==> config.mk <==
export PLATFORM = sky130hd
export DESIGN_NAME = svo_tmds_dec_flat
export DESIGN_NICKNAME = d
export VERILOG_FILES = /design/src/rtl/svo_tmds_dec_if.sv /design/src/rtl/svo_tmds_dec.sv /design/src/flat_wrapper.sv
export SDC_FILE = /design/constraint.sdc
export NUM_CORES = 1
export LEC_CHECK = 0
export ABC_AREA = 1
export BUFFER_PORTS_ARGS = -buffer_cell sky130_fd_sc_hd__buf_2
export CAP_MARGIN = 20
export CORE_UTILIZATION = 40
export CTS_CLUSTER_SIZE = 24
export DETAILED_ROUTE_END_ITERATION = 7
export PLACE_DENSITY = 0.66
export SLEW_MARGIN = 20
export SYNTH_ARGS = -nofsm -noshare
export SYNTH_HDL_FRONTEND = slang
export SYNTH_SLANG_ARGS = --single-unit
==> constraint.sdc <==
create_clock -name clk -period 4.8 [get_ports clk]
set_input_delay 0.96 -clock clk [delete_from_list [all_inputs] [get_ports clk]]
set_output_delay 0.96 -clock clk [all_outputs]
set_load 0.01 [all_outputs]
==> src/rtl/svo_tmds_dec_if.sv <==
// Interface for one TMDS receive channel. It carries the raw deserializer
// word toward the decoder, and the decoded fields plus the alignment status back.
interface svo_tmds_dec_if;
    logic [9:0] din;
    logic       de;
    logic [1:0] ctrl;
    logic [7:0] dout;
    logic       locked;
    logic       bitslip;
    logic [3:0] slip_cnt;

    // Deserializer side: supplies words and reacts to bitslip.
    modport master (
        output din,
        input  de, ctrl, dout, locked, bitslip, slip_cnt
    );

    // Decoder side.
    modport slave (
        input  din,
        output de, ctrl, dout, locked, bitslip, slip_cnt
    );
endinterface

==> src/rtl/svo_tmds_dec.sv <==
// Single-channel TMDS receive decoder. It finds word alignment from control-token
// runs, requests a bitslip while unaligned, and decodes aligned words to de/ctrl/pixel data.
module svo_tmds_dec #(
    parameter int CTRL_RUN    = 8,
    parameter int TIMEOUT     = 4096,
    parameter int SLIP_SETTLE = 16
) (
    input  logic          clk,
    input  logic          resetn,
    svo_tmds_dec_if.slave bus
);

    localparam int TIMER_W  = (TIMEOUT     < 1) ? 1 : $clog2(TIMEOUT + 1);
    localparam int RUN_W    = (CTRL_RUN    < 1) ? 1 : $clog2(CTRL_RUN + 1);
    localparam int SETTLE_W = (SLIP_SETTLE < 1) ? 1 : $clog2(SLIP_SETTLE + 1);

    localparam logic [TIMER_W-1:0]  TIMER_LIMIT  = TIMER_W'(TIMEOUT);
    localparam logic [RUN_W-1:0]    RUN_LIMIT    = RUN_W'(CTRL_RUN);
    localparam logic [SETTLE_W-1:0] SETTLE_LIMIT = SETTLE_W'(SLIP_SETTLE);

    typedef enum logic [1:0] {
        S_SEARCH = 2'd0,
        S_SETTLE = 2'd1,
        S_LOCKED = 2'd2
    } state_t;

    function automatic logic is_ctrl_token(input logic [9:0] w);
        logic hit;
        case (w)
            10'b1101010100,
            10'b0010101011,
            10'b0101010100,
            10'b1010101011: hit = 1'b1;
            default:        hit = 1'b0;
        endcase
        return hit;
    endfunction

    function automatic logic [1:0] ctrl_token_val(input logic [9:0] w);
        logic [1:0] c;
        case (w)
            10'b1101010100: c = 2'b00;
            10'b0010101011: c = 2'b01;
            10'b0101010100: c = 2'b10;
            10'b1010101011: c = 2'b11;
            default:        c = 2'b00;
        endcase
        return c;
    endfunction

    // Undo the optional inversion (bit 9), then the XOR/XNOR chain (bit 8 selects XOR).
    function automatic logic [7:0] tmds_decode_data(input logic [9:0] w);
        logic [7:0] q;
        logic [7:0] d;
        q    = w[9] ? ~w[7:0] : w[7:0];
        d[0] = q[0];
        for (int i = 1; i < 8; i++) begin
            d[i] = w[8] ? (q[i] ^ q[i-1]) : ~(q[i] ^ q[i-1]);
        end
        return d;
    endfunction

    logic [9:0]          din_r;
    logic                is_ctrl_r;
    logic                de_r;
    logic [1:0]          ctrl_r;
    logic [7:0]          dout_r;

    state_t              state_r,  state_next;
    logic [TIMER_W-1:0]  timer_r,  timer_next,  timer_inc_s;
    logic [RUN_W-1:0]    run_r,    run_next,    run_inc_s;
    logic [SETTLE_W-1:0] settle_r, settle_next;

    logic                bitslip_r, bitslip_s;
    logic                locked_r,  locked_s;
    logic [3:0]          slip_cnt_r, slip_cnt_s;

    // Stage 1: capture the raw word and whether it is a control token.
    always_ff @(posedge clk) begin
        if (!resetn) begin
            din_r     <= 10'd0;
            is_ctrl_r <= 1'b0;
        end else begin
            din_r     <= bus.din;
            is_ctrl_r <= is_ctrl_token(bus.din);
        end
    end

    // Stage 2: decoded outputs, blanked whenever the aligner is not locked.
    always_ff @(posedge clk) begin
        if (!resetn) begin
            de_r   <= 1'b0;
            ctrl_r <= 2'b00;
            dout_r <= 8'd0;
        end else if (state_r != S_LOCKED) begin
            de_r   <= 1'b0;
            ctrl_r <= 2'b00;
            dout_r <= 8'd0;
        end else if (is_ctrl_r) begin
            de_r   <= 1'b0;
            ctrl_r <= ctrl_token_val(din_r);
        end else begin
            de_r   <= 1'b1;
            dout_r <= tmds_decode_data(din_r);
        end
    end

    // Alignment FSM state and counter registers.
    always_ff @(posedge clk) begin
        if (!resetn) begin
            state_r  <= S_SEARCH;
            timer_r  <= '0;
            run_r    <= '0;
            settle_r <= '0;
        end else begin
            state_r  <= state_next;
            timer_r  <= timer_next;
            run_r    <= run_next;
            settle_r <= settle_next;
        end
    end

    // Both counters saturate so a stalled stream can never wrap them into a false match.
    always_comb begin
        timer_inc_s = (timer_r == TIMER_LIMIT) ? timer_r : timer_r + TIMER_W'(1);
        run_inc_s   = (run_r   == RUN_LIMIT)   ? run_r   : run_r   + RUN_W'(1);
    end

    // Alignment FSM next-state logic. A token always beats a simultaneous timer expiry.
    always_comb begin
        state_next  = state_r;
        timer_next  = timer_r;
        run_next    = run_r;
        settle_next = settle_r;
        case (state_r)
            S_SEARCH: begin
                if (is_ctrl_r) begin
                    timer_next = '0;
                    run_next   = run_inc_s;
                    if (run_inc_s == RUN_LIMIT) begin
                        state_next = S_LOCKED;
                    end else begin
                        state_next = S_SEARCH;
                    end
                end else if (timer_inc_s == TIMER_LIMIT) begin
                    run_next    = '0;
                    timer_next  = '0;
                    settle_next = '0;
                    state_next  = S_SETTLE;
                end else begin
                    run_next   = '0;
                    timer_next = timer_inc_s;
                    state_next = S_SEARCH;
                end
            end
            S_SETTLE: begin
                // The bitslip cycle itself is the first SETTLE cycle, then SLIP_SETTLE more.
                if (settle_r == SETTLE_LIMIT) begin
                    settle_next = '0;
                    run_next    = '0;
                    timer_next  = '0;
                    state_next  = S_SEARCH;
                end else begin
                    settle_next = settle_r + SETTLE_W'(1);
                    state_next  = S_SETTLE;
                end
            end
            S_LOCKED: begin
                if (is_ctrl_r) begin
                    timer_next = '0;
                    state_next = S_LOCKED;
                end else if (timer_inc_s == TIMER_LIMIT) begin
                    timer_next = '0;
                    run_next   = '0;
                    state_next = S_SEARCH;
                end else begin
                    timer_next = timer_inc_s;
                    state_next = S_LOCKED;
                end
            end
            default: begin
                state_next  = S_SEARCH;
                timer_next  = '0;
                run_next    = '0;
                settle_next = '0;
            end
        endcase
    end

    // Alignment FSM outputs, computed from the transition being taken.
    always_comb begin
        bitslip_s  = (state_r == S_SEARCH) && (state_next == S_SETTLE);
        locked_s   = (state_next == S_LOCKED);
        slip_cnt_s = slip_cnt_r;
        if (bitslip_s) begin
            slip_cnt_s = (slip_cnt_r == 4'd9) ? 4'd0 : slip_cnt_r + 4'd1;
        end else begin
            slip_cnt_s = slip_cnt_r;
        end
    end

    // Registered status outputs.
    always_ff @(posedge clk) begin
        if (!resetn) begin
            bitslip_r  <= 1'b0;
            locked_r   <= 1'b0;
            slip_cnt_r <= 4'd0;
        end else begin
            bitslip_r  <= bitslip_s;
            locked_r   <= locked_s;
            slip_cnt_r <= slip_cnt_s;
        end
    end

    assign bus.de       = de_r;
    assign bus.ctrl     = ctrl_r;
    assign bus.dout     = dout_r;
    assign bus.locked   = locked_r;
    assign bus.bitslip  = bitslip_r;
    assign bus.slip_cnt = slip_cnt_r;

endmodule

==> src/flat_wrapper.sv <==
// flat-port wrapper written by rule: the top's interface ports become plain ports
module svo_tmds_dec_flat 
#(
    parameter int CTRL_RUN    = 8,
    parameter int TIMEOUT     = 4096,
    parameter int SLIP_SETTLE = 16
)
  (clk, resetn, bus_din, bus_de, bus_ctrl, bus_dout, bus_locked, bus_bitslip, bus_slip_cnt);
  svo_tmds_dec_if bus_i ();
  input  logic clk;
  input  logic resetn;
  input wire logic [$bits(bus_i.din)-1:0] bus_din;
  output wire logic [$bits(bus_i.de)-1:0] bus_de;
  output wire logic [$bits(bus_i.ctrl)-1:0] bus_ctrl;
  output wire logic [$bits(bus_i.dout)-1:0] bus_dout;
  output wire logic [$bits(bus_i.locked)-1:0] bus_locked;
  output wire logic [$bits(bus_i.bitslip)-1:0] bus_bitslip;
  output wire logic [$bits(bus_i.slip_cnt)-1:0] bus_slip_cnt;
  assign bus_i.din = bus_din;
  assign bus_de = bus_i.de;
  assign bus_ctrl = bus_i.ctrl;
  assign bus_dout = bus_i.dout;
  assign bus_locked = bus_i.locked;
  assign bus_bitslip = bus_i.bitslip;
  assign bus_slip_cnt = bus_i.slip_cnt;
  svo_tmds_dec #(.CTRL_RUN(CTRL_RUN), .TIMEOUT(TIMEOUT), .SLIP_SETTLE(SLIP_SETTLE)) u_core (.clk(clk), .resetn(resetn), .bus(bus_i));
endmodule
==> results.yml, run 1 <==
synth:
  yosys_register_bits: 52
  synth_area_um2: 2880
  synth_top_area_share_pct: 36.1
  synth_top_area_cell: "dfxtp_1"
  synth_compound_area_share_pct: 11.0
  ys_types: 35
  synth-async-reset-ratio_pct: 0
  synthMuxAreaShare_pct: 0
  synthFlopType: "dfxtp_1"
  synth-edff-count: 0
  synth_top_family_by_area: "simple AND/OR/NAND/NOR gates"
  synth.area.top_cells: "dfxtp_1 (36%), nand2_1 (12%), inv_1 (7.9%)"
  synth_fp_nets: 436
  syn_inst: 410
  ys_warn_count: 0
  avgSynthCellArea_um2: 7.03
  synth-simple-area-share_pct: 32.2
  synth_xor_area_share_pct: 4.86
  yosysSeqAreaShare_pct: 36.1
  synth_fa_ha_area_share_pct: 6.07
clock_tree:
  post_cts.repair.setup_buffers: 0
  cts_hold_buf: 0
  cts_tree: "yes"
  ctsRootBufferMaster: "clkbuf_8"
  insertion_delay_ns: 0.32
  htreeDepth: 2
  cts.reportedPaths.clkPinSlew_ns: 0.10
  clockBufferDepth: 2
  numCtsBuffers: 5
  cts_sinks: 52
  cts_resized: 0
drt:
  drc: 0
  vias: 2516
  vias_per_cell: 4.73
  drt-initial-drc-count: 89
  dr.pass1.iters: 4
  detail_route.wl_per_cell_um: 10.5
  wl_um: 5580
  postRouteAntennaNets: 0
power:
  power_mw: 0.760
  vdd_drop_max_mv: 0.133
  p_per_area_nw_per_um2: 238
  power_leakage_nw: 1.46
timing:
  period_needed_ns: 2.23
  whs_ns: 0.471
  clock_skew_ns: 0.0138
  max_freq_mhz: 448
  rsz0062_at_grt: "false"
  period_share_pct: 46.5
  slew_headroom_pct: 46.7
  finalSetupViolCount: 0
  fin_tns_setup_ns: 0
  drv_slew: 0
  max_slew.worst_pin.slew_ns: 0.796
  final-hold-violation-count: 0
cells_and_area:
  multi_input_area_um2: 1560
  nNetsFinal: 461
  ff_latch_area_um2: 1040
  design_area_um2: 3200
  num-fill-cells: 702
  layout-drive-gt1-share_pct: 13.5
  diodes: 0
  synthToLayoutAreaGrowth_pct: 10.8
critical_path:
  path_class: "register to register"
  critPathCaptureType: "register"
  cp_max_fo: 6
  cp_slowest_cell: "dfxtp_1"
  rr_worst_depth: 14
  crit_top_cell: "nand2_1"
  r2r_setup_slack_ns: 2.57
  rr_startpoint: "u_core.timer_r[0]"
  worstPathArrival_ns: 2.41
  timing.rr.end: "u_core.run_r[2]"
  critPathLaunch: "u_core.timer_r[0]"
  max_stage_delay_ns: 0.43
  crit_required_ns: 4.98
  cp_cell_sequence: "ha_1, inv_1, nor2_4, nand2_1, nand2_1, nand3_1, nor2_2, inv_1, nor2_1, nand2_1, nand2_1, nand3_1, nand2_1, a21oi_1"
  cp-endpoint: "u_core.run_r[2]"
  critPathLaunchType: "register"
min_path:
  min-delay-start: "u_core.bus.ctrl[0]"
  hp-class: "register to register"
global_route:
  grt_pass1_wl_um: 9840
  grt_max_degree: 27
  grt_pass1_vias: 2297
  grt_usage_pct: 16.3
  grt_overflow: 0
  grt_antenna_before_repair: 0
die:
  die_y_um: 86.9
  num_rows: 30
  pin_count: 29
  start_util_pct: 42.0
  die_area_um2: 7550
  coreArea_um2: 6870
  die_w_um: 86.9
placed_design:
  globalplace.congestion: 0.818
  numPortBuffers: 28
  dp.final_hpwl_um: 4320
  dpl_cell_area_um2: 3100
run_status:
  outcome: "complete, no violations"
flow_run:
  drv_cap: 0
## where the power goes
group	switching, mW	internal, mW	leakage [nW]
combinational	0.0325	0.0220	0.992
clock	0.152	0.107	0.0463
sequential	0.00820	0.438	0.422
## final cells by class
class	count	area share, %
Clock buffer	5	2.15
Clock inverter	3	0.861
Inverter	63	7.44
Multi-Input combinational cell	285	48.8
Sequential cell	52	32.6
Tap cell	96	3.76
Timing Repair Buffer	28	4.38
## worst min path at each step
stage	cells past startpoint	to	slack, ns
2_1_floorplan	2	u_core.run_r[2]	0.45
3_3_place_gp	2	u_core.bus.ctrl[0]	0.46
3_5_place_dp	2	u_core.bus.ctrl[0]	0.46
4_1_cts	2	u_core.bus.ctrl[0]	0.48
5_1_grt	2	u_core.bus.ctrl[0]	0.50
6_report	2	u_core.bus.ctrl[0]	0.47
## routing by layer
| metal | GRT usage [%] | share of wire, % | vias to the layer above |
|---|---|---|---|
| met5 | 0 | 0 | - |
| met2 | 26.8 | 44 | 40 |
| li1 | - | - | 1348 |
| met3 | 3.79 | 3.9 | 7 |
| met4 | 5.15 | 1.2 | 0 |
| met1 | 21.1 | 51 | 1121 |
## Yosys cell counts (2+ instances only)
| cell | count |
|---|---|
| nor2_1 | 40 |
| nand2_1 | 92 |
| xnor2_1 | 4 |
| o21ai_0 | 11 |
| nor3_1 | 5 |
| inv_1 | 61 |
| nor4_1 | 2 |
| o21ai_1 | 2 |
| ha_1 | 14 |
| nand3_1 | 28 |
| a21oi_1 | 31 |
| xor2_1 | 12 |
| o221ai_1 | 2 |
| clkbuf_1 | 7 |
| a21oi_2 | 2 |
| dfxtp_1 | 52 |
| nand2_2 | 4 |
| nand4_1 | 11 |
| buf_2 | 2 |
| o21a_1 | 4 |
| nor2_4 | 6 |
| nor2_2 | 3 |
| nand3_2 | 3 |
## cells in the final DEF, fill, tap and decap left out, types with 4 or more instances in the layout
master / n
nor3_1: 5
dfxtp_1: 52
buf_2: 28
xnor2_1: 4
ha_1: 14
nand2_2: 4
nand3_1: 28
a21oi_1: 31
nand2_1: 92
o21a_1: 4
xor2_1: 12
o21ai_0: 11
nand4_1: 11
nor2_1: 40
inv_1: 61
nor2_4: 6
clkbuf_8: 5
## state kept, by name, summed over array words and instances (netlist names)
name	cells
u_core.is_ctrl_r	1
u_core.din_r	10
u_core.bus.slip_cnt	4
u_core.run_r	4
u_core.bus.dout	8
u_core.bus.ctrl	2
u_core.state_r	2
u_core.timer_r	13
u_core.bus.de	1
u_core.bus.locked	1
u_core.bus.bitslip	1
u_core.settle_r	5
## per-stage QoR
stage	setup slack, ns	instances	utilization [%]
after floorplan	2.98	410	-
after global placement	2.49	524	45.1
after detailed placement	2.41	524	45.1
after CTS	2.58	532	46.5
after global routing	2.22	532	46.5
final	2.57	532	46.5
## critical path: cells and delay by family (launching register included)
kind / cells / cell delay [ns]
AND/OR/NAND/NOR: 10 / 1.11
flip-flops: 1 / 0.43
adder cells (fa/ha/maj): 1 / 0.32
buffers and inverters: 2 / 0.17
AO/OA/AOI/OAI: 1 / 0.06
## logic make-up (layout without fill, tap and decap cells)
group | after synthesis | count (layout)
compound gates | 56 | 56
simple gates | 199 | 199
fa+ha+maj | 14 | 14
buf+inv | 73 | 99
xor+xnor | 16 | 16
flops | 52 | 52
Power figures use the tool's default switching activity.
==> run 2, diff against run 1 <==
--- a/config.mk
+++ b/config.mk
@@ -11,7 +11,7 @@
 export CORE_UTILIZATION = 40
 export CTS_CLUSTER_SIZE = 24
 export DETAILED_ROUTE_END_ITERATION = 7
-export PLACE_DENSITY = 0.66
+export PLACE_DENSITY = 0.68
 export SLEW_MARGIN = 20
 export SYNTH_ARGS = -nofsm -noshare
 export SYNTH_HDL_FRONTEND = slang
==> constraint.sdc (replaced) <==
create_clock -name clk -period 2.01 [get_ports clk]
set_input_delay 0.402 -clock clk [delete_from_list [all_inputs] [get_ports clk]]
set_output_delay 0.402 -clock clk [all_outputs]
set_load 0.01 [all_outputs]
==> results.yml, run 2 (same netlist as run 1, synthesis figures left out) <==
critical_path:
  critPathLaunchType: "register"
  critPathCaptureType: "register"
  rr_worst_depth: 13
  cp_max_fo: 6
  crit_required_ns: 2.21
  path_class: "register to register"
  worstPathArrival_ns: 2.06
drt:
  wl_um: 5880
  top_layer_used: "met4"
  vias: 2615
  drc: 0
  route.met2.wl_um: 2670
  vias_per_cell: 4.83
  wl_met1_um: 2950
  drt-initial-drc-count: 128
  dr.pass1.iters: 4
  detail_route.wl_per_cell_um: 10.9
  postRouteAntennaNets: 0
  wl_met3_um: 161
global_route:
  grt_antenna_before_repair: 0
  grt_max_degree: 27
  grt_pass1_vias: 2373
  grt_overflow: 0
  grt_usage_pct: 17.1
  grt_pass1_wl_um: 10300
cells_and_area:
  diodes: 0
  final_common_cell: "nand2_1"
  synthToLayoutAreaGrowth_pct: 14.1
  design_area_um2: 3290
  final_cell_mix: "nand2_1 (92), inv_1 (60), dfxtp_1 (46)"
  layout-drive-gt1-share_pct: 18.2
  largest_reg_flops: 13
  regMostFlops: "u_core.timer_r"
  nNetsFinal: 470
run_status:
  outcome: "complete, no violations"
die:
  die_w_um: 86.9
  coreArea_um2: 6870
  die_area_um2: 7550
  num_rows: 30
  pin_count: 29
  die_y_um: 86.9
  start_util_pct: 42.0
min_path:
  hp-class: "input pin to register"
  hold_depth: 3
placed_design:
  dp.final_hpwl_um: 4460
  dpl_cell_area_um2: 3170
  globalplace.congestion: 0.874
  numPortBuffers: 28
clock_tree:
  htreeDepth: 2
  cts.reportedPaths.clkPinSlew_ns: 0.10
  ctsRootBufferMaster: "clkbuf_8"
  clockBufferDepth: 2
  cts_sinks: 52
  cts_hold_buf: 0
  numCtsBuffers: 5
  insertion_delay_ns: 0.31
  cts_tree: "yes"
power:
  p_per_area_nw_per_um2: 557
  power_leakage_nw: 1.52
  vdd_drop_max_mv: 0.271
timing:
  max_slew.worst_pin.slew_ns: 0.422
  period_needed_ns: 1.86
  rsz0062_at_grt: "true"
  finalSetupViolCount: 0
  whs_ns: 0.271
  max_freq_mhz: 537
  clock_skew_ns: 0.00744
  period_share_pct: 92.7
  final-hold-violation-count: 0
  slew_headroom_pct: 71.7
  drv_slew: 0
flow_run:
  drv_cap: 0
[run 2: per-layer routing]
metal | up-vias | GRT usage [%]
met1 | 1185 | 23.4
met4 | 0 | 6.67
met2 | 41 | 26.7
met3 | 6 | 3.13
li1 | 1383 | -
met5 | - | 0
[run 2: layout make-up]
cell class	count	area, um^2
repair buffers	37	208
inverters	63	238
fillers	696	3580
flip-flops and latches	52	1050
clock buffers	5	68.8
multi-input cells	285	1580
clock inverters	3	22.5
well taps	96	120
[run 2: final timing paths]
| path | from | endpoint | slack, ns |
|---|---|---|---|
| worst max register to register | u_core.timer_r[5] | u_core.run_r[1] | 0.15 |
| worst min-delay path | bus_din[9] | u_core.din_r[9] | 0.27 |
| worst min register to register | u_core.bus.ctrl[0] | u_core.bus.ctrl[0] | 0.47 |
| worst max-delay path | u_core.timer_r[5] | u_core.run_r[1] | 0.15 |
[run 2: stage by stage]
step / util [%] / worst slack [ns] / power [mW] / instances / setup TNS (ns)
finish: 47.9 / 0.147 / 1.83 / 541 / 0
CTS: 47.4 / 0.00975 / 1.85 / 541 / 0
detailed placement: 46.1 / 0.0407 / 1.22 / 533 / 0
global route: 47.9 / -0.0315 / 1.91 / 541 / -0.133
global placement: 46.1 / 0.109 / 1.22 / 533 / 0
floorplan: - / 0.186 / 1.18 / 410 / 0
[run 2: worst max-delay path, stage by stage (launching register included)]
cell	delay, ns
dfxtp_1	0.44
nand2_1	0.12
nor2_4	0.16
nand3_1	0.11
nand2_1	0.08
nand2_1	0.07
nor2_2	0.17
inv_1	0.07
nor2_2	0.11
nand2_1	0.08
nand2_1	0.10
nand3_2	0.11
nand2_1	0.08
a21oi_1	0.06
[run 2: power by group]
part / switching (mW) / total [mW] / internal, mW
logic: 0.0818 / 0.140 / 0.0580
clock network: 0.375 / 0.625 / 0.250
registers: 0.0200 / 1.07 / 1.05
total: 0.477 / 1.83 / 1.36
[run 2: what timing repair did]
action,in CTS,in global routing
buffers inserted,0,0
resized for setup,0,14
endpoints found under the setup margin,0,16
==> run 3, diff against run 2 <==
--- a/config.mk
+++ b/config.mk
@@ -11,7 +11,7 @@
 export CORE_UTILIZATION = 40
 export CTS_CLUSTER_SIZE = 24
 export DETAILED_ROUTE_END_ITERATION = 7
-export PLACE_DENSITY = 0.68
+export PLACE_DENSITY_LB_ADDON = 0.25
 export SLEW_MARGIN = 20
 export SYNTH_ARGS = -nofsm -noshare
 export SYNTH_HDL_FRONTEND = slang
==> results.yml, run 3 (same netlist as run 1, synthesis figures left out) <==
timing:
  whs_ns: 0.290
  clock_skew_ns: 0.00979
  finalSetupViolCount: 0
  slew_headroom_pct: 75.3
  final-hold-violation-count: 0
  max_freq_mhz: 542
  period_needed_ns: 1.85
  period_share_pct: 91.8
  drv_slew: 0
  max_slew.worst_pin.slew_ns: 0.367
  rsz0062_at_grt: "true"
  fin_ws_ns: 0.165
power:
  pwr-share-seq_pct: 59.2
  intPower_mw: 1.35
  p_sw_mw: 0.448
  power_leakage_nw: 1.51
  vdd_drop_max_mv: 0.282
  p_comb_share_pct: 7.8
  p_per_area_nw_per_um2: 542
  clkPwrFrac_pct: 33.0
  swShare_pct: 24.9
cells_and_area:
  utilization_pct: 48.3
  synthToLayoutAreaGrowth_pct: 15.1
  nNetsFinal: 470
  diodes: 0
  layout-drive-gt1-share_pct: 18.9
  design_area_um2: 3320
  layout.cells.non_filler: 541
  regMostFlops: "u_core.timer_r"
  largest_reg_flops: 13
  final_cell_mix: "nand2_1 (91), inv_1 (60), dfxtp_1 (44)"
  final_common_cell: "nand2_1"
die:
  num_rows: 30
  die_w_um: 86.9
  die_area_um2: 7550
  start_util_pct: 42.0
  pin_count: 29
  coreArea_um2: 6870
  die_y_um: 86.9
placed_design:
  dp.final_hpwl_um: 4330
  globalplace.congestion: 0.880
  numPortBuffers: 28
  dpl_cell_area_um2: 3170
  dp.cells: 533
  dpl_worst_slack_ns: 0.0497
critical_path:
  critPathLaunchType: "register"
  rr_startpoint: "u_core.timer_r[0]"
  crit_required_ns: 2.20
  worstPathArrival_ns: 2.04
  r2r_setup_slack_ns: 0.16
  timing.rr.end: "u_core.bus.slip_cnt[0]"
  critPathCaptureType: "register"
  path_class: "register to register"
  rr_worst_depth: 13
  cp_max_fo: 8
clock_tree:
  numCtsBuffers: 5
  insertion_delay_ns: 0.30
  cts.reportedPaths.clkPinSlew_ns: 0.09
  cts_sinks: 52
  cts_hold_buf: 0
  clockBufferDepth: 2
  htreeDepth: 2
  ctsRootBufferMaster: "clkbuf_8"
  cts_tree: "yes"
drt:
  vias: 2531
  postRouteAntennaNets: 0
  drc: 0
  vias_per_cell: 4.68
  detail_route.wl_per_cell_um: 10.4
  wl_um: 5640
  drt-initial-drc-count: 100
  dr.pass1.iters: 4
global_route:
  grt_overflow: 0
  grt_max_degree: 27
  grt_pass1_vias: 2271
  grt_pass1_wl_um: 9960
  grt_antenna_before_repair: 0
  grt_usage_pct: 16.4
min_path:
  min-delay-start: "bus_din[3]"
  hold_depth: 3
  hp-class: "input pin to register"
  whs_endpoint: "u_core.din_r[3]"
flow_run:
  drv_cap: 0
run_status:
  outcome: "complete, no violations"
-- run 3: changes by cell type in the layout (fill, tap and decap cells not counted), moves of 2 or more --
cell      before  now
dfxtp_1       46   44
inv_4          0    2
clkinv_2       2    0
dfxtp_4        1    3
-- run 3: worst max-delay path by stage --
stage / start / to / cells past startpoint
after CTS: u_core.timer_r[0] / u_core.run_r[2] / 13
final: u_core.timer_r[0] / u_core.bus.slip_cnt[0] / 13
after floorplan: u_core.timer_r[0] / u_core.run_r[0] / 14
after global placement: u_core.timer_r[2] / u_core.run_r[0] / 11
after detailed placement: u_core.timer_r[0] / u_core.run_r[2] / 13
after global routing: u_core.timer_r[0] / u_core.bus.slip_cnt[0] / 12
-- run 3: timing repair --
action / 4_1_cts / 5_1_grt
endpoints found under the setup margin: 0 / 17
setup buffers: 0 / 0
resized for setup: 0 / 24
-- run 3: critical path: stages, from the launching register on --
cell and delay (ns):
dfxtp_4 0.38, inv_4 0.08, ha_2 0.17, nand2_1 0.06, nor2_2 0.10, nand3_1 0.08
nand2_1 0.07, nand2_2 0.06, nor2_2 0.11, nand3_2 0.09, nor2_4 0.17, nand3_4 0.15
o21ai_1 0.15, a21oi_1 0.05
-- run 3: final cells by class --
class | instances | area [um^2]
clock inverters | 2 | 16.3
flip-flops and latches | 52 | 1060
repair buffers | 37 | 208
well taps | 96 | 120
clock buffers | 6 | 72.6
inverters | 63 | 241
fillers | 684 | 3550
multi-input cells | 285 | 1600
-- run 3: metrics by stage --
stage / TNS [ns] / power [mW]
after global placement: 0 / 1.22
final: 0 / 1.80
after global routing: -0.0159 / 1.90
after floorplan: 0 / 1.18
after CTS: 0 / 1.82
after detailed placement: 0 / 1.22
-- run 3: routing by layer --
layer / part of all wire [%] / GRT usage (%) / vias up
li1: - / - / 1370
met1: 50 / 22.0 / 1123
met2: 46 / 26.6 / 36
met3: 2.8 / 3.51 / 2
met4: 0.67 / 4.85 / 0
met5: 0 / 0 / -
-- run 3: power by group through the flow --
| stage | sequential, mW | combinational (mW) | clock, mW |
|---|---|---|---|
| after CTS | 1.07 | 0.134 | 0.623 |
| after global placement | 1.09 | 0.132 | 0 |
| after floorplan | 1.08 | 0.103 | 0 |
| after global routing | 1.07 | 0.161 | 0.665 |
| final | 1.07 | 0.140 | 0.595 |
| after detailed placement | 1.09 | 0.134 | 0 |
